[src/rtl/calc_sequencer.sv]
`default_nettype none
// ============================================================================
// Module   : calc_sequencer
// Purpose  : Key-driven single-digit calculator sequencer. It collects
//            operand A, an operator and operand B from a keypad strobe, then
//            computes add/sub/mul in one cycle or divide by repeated
//            subtraction, and reports the signed 8-bit result.
// Ports    : clock        - single clock, rising edge
//            reset        - synchronous, active-low
//            key_code     - 0-9 digit, 10 add, 11 sub, 12 mul, 13 div,
//                           14 equals, 15 clear, 16-31 ignored
//            key_press    - one-cycle strobe qualifying key_code
//            operand_a/b  - stored operands, 5'b11111 when empty
//            op_sel       - 00 add, 01 sub, 10 mul, 11 div
//            a_loaded/b_loaded - operand holds a valid digit
//            result       - signed two's-complement result
//            result_valid, busy, error - status flags
//            state        - WAIT_A=0, WAIT_B=1, EXEC=2, DONE=3, ERROR=4
// Revision : 1.0 - initial release
// ============================================================================
module calc_sequencer (
   input  logic       clock,
   input  logic       reset,
   input  logic [4:0] key_code,
   input  logic       key_press,
   output logic [4:0] operand_a,
   output logic [4:0] operand_b,
   output logic [1:0] op_sel,
   output logic       a_loaded,
   output logic       b_loaded,
   output logic [7:0] result,
   output logic       result_valid,
   output logic       busy,
   output logic       error,
   output logic [2:0] state
);

   localparam logic [2:0] ST_WAIT_A = 3'd0;
   localparam logic [2:0] ST_WAIT_B = 3'd1;
   localparam logic [2:0] ST_EXEC   = 3'd2;
   localparam logic [2:0] ST_DONE   = 3'd3;
   localparam logic [2:0] ST_ERROR  = 3'd4;

   localparam logic [1:0] OP_ADD = 2'b00;
   localparam logic [1:0] OP_SUB = 2'b01;
   localparam logic [1:0] OP_MUL = 2'b10;
   localparam logic [1:0] OP_DIV = 2'b11;

   localparam logic [4:0] EMPTY      = 5'b11111;
   localparam logic [4:0] KEY_ADD    = 5'd10;
   localparam logic [4:0] KEY_DIV    = 5'd13;
   localparam logic [4:0] KEY_EQUALS = 5'd14;
   localparam logic [4:0] KEY_CLEAR  = 5'd15;

   // Divide iteration registers; operands never exceed 9 so 4 bits suffice.
   logic [3:0] remainder;
   logic [3:0] quotient;

   logic       key_clear;
   logic       key_digit;
   logic       key_oper;
   logic       key_equals;
   logic [1:0] key_op_sel;
   logic [7:0] a_ext;
   logic [7:0] b_ext;
   logic [7:0] alu_result;
   logic       div_zero;
   logic       div_finished;

   assign key_clear  = key_press && (key_code == KEY_CLEAR);
   assign key_digit  = key_press && (key_code < KEY_ADD);
   assign key_oper   = key_press && (key_code >= KEY_ADD) && (key_code <= KEY_DIV);
   assign key_equals = key_press && (key_code == KEY_EQUALS);

   // Operator keys 10..13 have low bits 10,11,00,01; flipping bit 1 maps
   // them onto the op_sel encoding 00,01,10,11.
   assign key_op_sel = {~key_code[1], key_code[0]};

   assign a_ext = {3'b000, operand_a};
   assign b_ext = {3'b000, operand_b};

   // Operands are stable throughout EXEC because non-clear keys are ignored
   // while busy, so the zero-divisor test can look at them directly.
   assign div_zero     = (op_sel == OP_DIV) && (operand_b == 5'd0);
   assign div_finished = (remainder < operand_b[3:0]);

   always_comb begin
      alu_result = 8'd0;
      case (op_sel)
         OP_ADD:  alu_result = a_ext + b_ext;
         OP_SUB:  alu_result = a_ext - b_ext;
         OP_MUL:  alu_result = a_ext * b_ext;
         default: alu_result = {4'b0000, quotient};
      endcase
   end

   always_ff @(posedge clock) begin
      // Clear has exactly the reset effect, so both share one branch.
      if (!reset || key_clear) begin
         state        <= ST_WAIT_A;
         operand_a    <= EMPTY;
         operand_b    <= EMPTY;
         a_loaded     <= 1'b0;
         b_loaded     <= 1'b0;
         op_sel       <= OP_ADD;
         result       <= 8'd0;
         result_valid <= 1'b0;
         busy         <= 1'b0;
         error        <= 1'b0;
         remainder    <= 4'd0;
         quotient     <= 4'd0;
      end else begin
         case (state)
            ST_WAIT_A: begin
               if (key_digit) begin
                  operand_a <= key_code;
                  a_loaded  <= 1'b1;
               end else if (key_oper && a_loaded) begin
                  op_sel <= key_op_sel;
                  state  <= ST_WAIT_B;
               end
            end

            ST_WAIT_B: begin
               if (key_digit) begin
                  operand_b <= key_code;
                  b_loaded  <= 1'b1;
               end else if (key_oper) begin
                  op_sel <= key_op_sel;
               end else if (key_equals && b_loaded) begin
                  state     <= ST_EXEC;
                  busy      <= 1'b1;
                  remainder <= operand_a[3:0];
                  quotient  <= 4'd0;
               end
            end

            ST_EXEC: begin
               if (div_zero) begin
                  state  <= ST_ERROR;
                  error  <= 1'b1;
                  result <= 8'd0;
                  busy   <= 1'b0;
               end else if ((op_sel != OP_DIV) || div_finished) begin
                  state        <= ST_DONE;
                  result       <= alu_result;
                  result_valid <= 1'b1;
                  busy         <= 1'b0;
               end else begin
                  remainder <= remainder - operand_b[3:0];
                  quotient  <= quotient + 4'd1;
               end
            end

            ST_DONE: begin
               // A digit starts a fresh entry; result is left as it was.
               if (key_digit) begin
                  operand_a    <= key_code;
                  a_loaded     <= 1'b1;
                  operand_b    <= EMPTY;
                  b_loaded     <= 1'b0;
                  result_valid <= 1'b0;
                  state        <= ST_WAIT_A;
               end
            end

            ST_ERROR: begin
               // Only clear (handled above) leaves this state.
            end

            default: state <= ST_WAIT_A;
         endcase
      end
   end

endmodule
`default_nettype wire

[config.mk]
export PLATFORM = sky130hd
export DESIGN_NAME = calc_sequencer
export DESIGN_NICKNAME = d
export VERILOG_FILES = /design/src/rtl/calc_sequencer.sv
export SDC_FILE = /design/constraint.sdc
export NUM_CORES = 1
export LEC_CHECK = 0
export CORE_MARGIN = 5
export CORE_UTILIZATION = 51
export CTS_CLUSTER_SIZE = 30
export DETAILED_ROUTE_END_ITERATION = 8
export GPL_ROUTABILITY_DRIVEN = 0
export PLACE_DENSITY = 0.82
export RECOVER_POWER = 25
export SLEW_MARGIN = 15
export SYNTH_ARGS = -nofsm -noshare
export SYNTH_HDL_FRONTEND = slang
export SYNTH_SLANG_ARGS = --single-unit
[constraint.sdc]
create_clock -name clock -period 3.46 [get_ports clock]
set_input_delay 0.692 -clock clock [delete_from_list [all_inputs] [get_ports clock]]
set_output_delay 0.692 -clock clock [all_outputs]
set_load 0.05 [all_outputs]
==> results.txt <==
Cell variety after synth - 54
post-synthesis sequential area ratio - 25.7%
Max Cap Viol - 0
post-detailed-route wirelength per cell - 16.7 um
leakage power - 1.42 nW
initial antenna violation count - 0
Synth top cells by count - dfxtp_1, nand2_1, inv_1, ha_1, nor2_1
layout cells sized above 1 - 11.1%
Tot GR Track Use - 21.5%
first-pass GRT wire length - 12500 um
Min Hold Slack - 0.450 ns
Design Power - 1.32 mW
routed vias - 2582
Final period util - 97.1%
Async SR Flop Fraction - 0%
vias in the first global route - 2563
fin crit period - 3.36 ns
Syn Area/Cell - 8.62 um2
sw frac - 35.4%
fmax - 0.298 GHz
slew margin rel. - 38.2%
Longest Clk Path Bufs - 2
io pins - 36
Least-Margin Pin Slew - 0.927 ns
post-route antenna net violation count - 0
root buffer cell - clkbuf_8
Post-layout nets - 416
initial cell density of the core - 51.6%
number of port buffers - 35
DR iter-0 viols - 191
area occupied by multi-input gates - 1970 um2
predominant post-synthesis flop cell - dfxtp_1
Core Footprint - 5440 um2
diode count - 0
Pre-Repair DR Iteration Count - 5
Clock Power Share - 25.3%
Hold/Removal Path Class - reg2reg
cts bufs inserted - 5
clock transition at the registers of the reported paths - 0.08 ns
worst-path maximum fanout - 4
GRT overflow - 0
Worst Path Required - 3.65 ns
Sw Pwr - 466 uW
CP endpoint kind - register
worst setup path class - reg2reg
Final Max Tran Viols - 0
Post-synth EDFFs - 0
die area - 7090 um2
area grow syn2layout - 22.1%
Gate power share - 41.5%
area of the mapped netlist - 2810 um2
syn_nets - 373
clock sink count - 36
YS warnings - 0
status - finished, final reports clean
final core utilization - 63.1%
largest net degree at the start of global routing - 19
Power per Cell Area - 384 nW/um2
DIE WIDTH - 84.2 um
std cell rows - 27
CTS hold repair buffers - 0
Post-DP HPWL - 5580 um
Int Pwr - 851 uW
Final Non-Filler Cells - 442
largest cells by area after synthesis - dfxtp_1, ha_1, fa_1
final hold vios - 0
post-synth top area share - 25.7%
wirelength, routed - 7370 um
chip height - 84.2 um
CTS tree - done
count leader, synth - dfxtp_1
clk_skew - 0.00979 ns
# DRC - 0
Worst EP arrival - 3.55 ns
H-tree Lvls - 2
RSZ-0062 raised after global routing - yes
Mapped Cells - 326
dpl cells - 432
Yosys top cell by area - dfxtp_1
insertion delay to the later sink of the worst-skew pair - 0.29 ns
Via-to-Cell Ratio - 5.84
fillers - 469
VDD IR max - 0.254 mV
Critical Path Start Type - register
final setup fails - 0
register area - 743 um2
Seq pwr share - 33.2%
Seq cells post-synth - 36
setup tns final - 0 ns
[metal layers]
layer	routed length [um]	vias up	GRT usage [%]
li1	-	1236	-
met2	3470	111	35.0
met1	3200	1217	28.3
met5	0	-	0
met4	199	0	7.89
met3	504	18	4.32
[through the flow]
stage	worst slack [ns]	area [um2]
global placement	0.0932	3300
CTS	0.00568	3410
detailed placement	-0.0544	3300
finish	0.0987	3430
floorplan	0.0282	2850
global route	-0.00688	3430
[power by group through the flow]
stage          clock network (mW)  logic (mW)  registers, mW
2_1_floorplan                   0       0.367          0.475
3_3_place_gp                    0       0.498          0.446
3_5_place_dp                    0       0.517          0.447
4_1_cts                     0.344       0.527          0.437
5_1_grt                     0.358       0.611          0.439
6_report                    0.334       0.547          0.437
[what timing repair did]
action | 4_1_cts | 5_1_grt
hold endpoints to repair | 0 | 0
buffers inserted | 1 | 1
gates cloned | 0 | 0
setup endpoints to repair | 1 | 2
resized for setup | 1 | 5
pin swaps | 6 | 8
[state kept, by name, indices dropped and copies added (netlist names), 2 cells and up]
name       cells
op_sel         2
operand_a      5
operand_b      5
quotient       4
remainder      4
result         8
state          3
[worst paths after layout]
| kind | start | end | slack, ns | cells past startpoint |
|---|---|---|---|---|
| worst min-delay path | result[2] | result[2] | 0.45 | 2 |
| worst max-delay path | operand_b[2] | result[5] | 0.1 | 12 |
| worst max register to register | operand_b[2] | result[5] | 0.1 | 12 |
| worst min register to register | result[2] | result[2] | 0.45 | 2 |
[worst max-delay path, cell delays in order (launching register included)]
cell and delay [ns]:
dfxtp_4 0.36, ha_4 0.16, inv_2 0.05, fa_2 0.45
fa_1 0.51, fa_1 0.53, inv_2 0.05, ha_4 0.16
a211oi_2 0.19, nor2_1 0.10, xor2_1 0.15, a221o_1 0.35
a32o_1 0.21
[layout by cell type (no fill, tap or decap), types with 6 or more instances in the layout]
cell type        instances
a21oi_1                 22
and2_1                   9
buf_4                    9
clkbuf_8                 7
clkdlybuf4s50_1         24
dfxtp_1                 30
dfxtp_4                  6
dlygate4sd3_1           11
fa_1                     9
ha_1                    26
inv_1                   27
mux2i_1                  8
nand2_1                 33
nand3_1                  9
nor2_1                  28
nor2b_1                  6
o21ai_0                 12
xnor2_1                  8
xor2_1                   6
[cell type report]
class	count	share of cell area [%]
clock buffers	8	2.92
inverters	29	3.17
multi-input cells	252	57.3
flip-flops and latches	36	21.7
well taps	72	2.63
repair buffers	45	12.3
[cell families after synthesis]
family / count (synthesis) / share of synthesized area [%]
and+or+nand+nor: 109 / 20.3
AOI/OAI and AO/OA: 79 / 19.3
buffers and inverters: 38 / 5.57
adders and majority gates: 39 / 20.3
DFF: 36 / 25.7
muxes: 11 / 4.45
xor gates and xnor gates: 14 / 4.37
No activity file was read; power rests on OpenSTA's default activity.
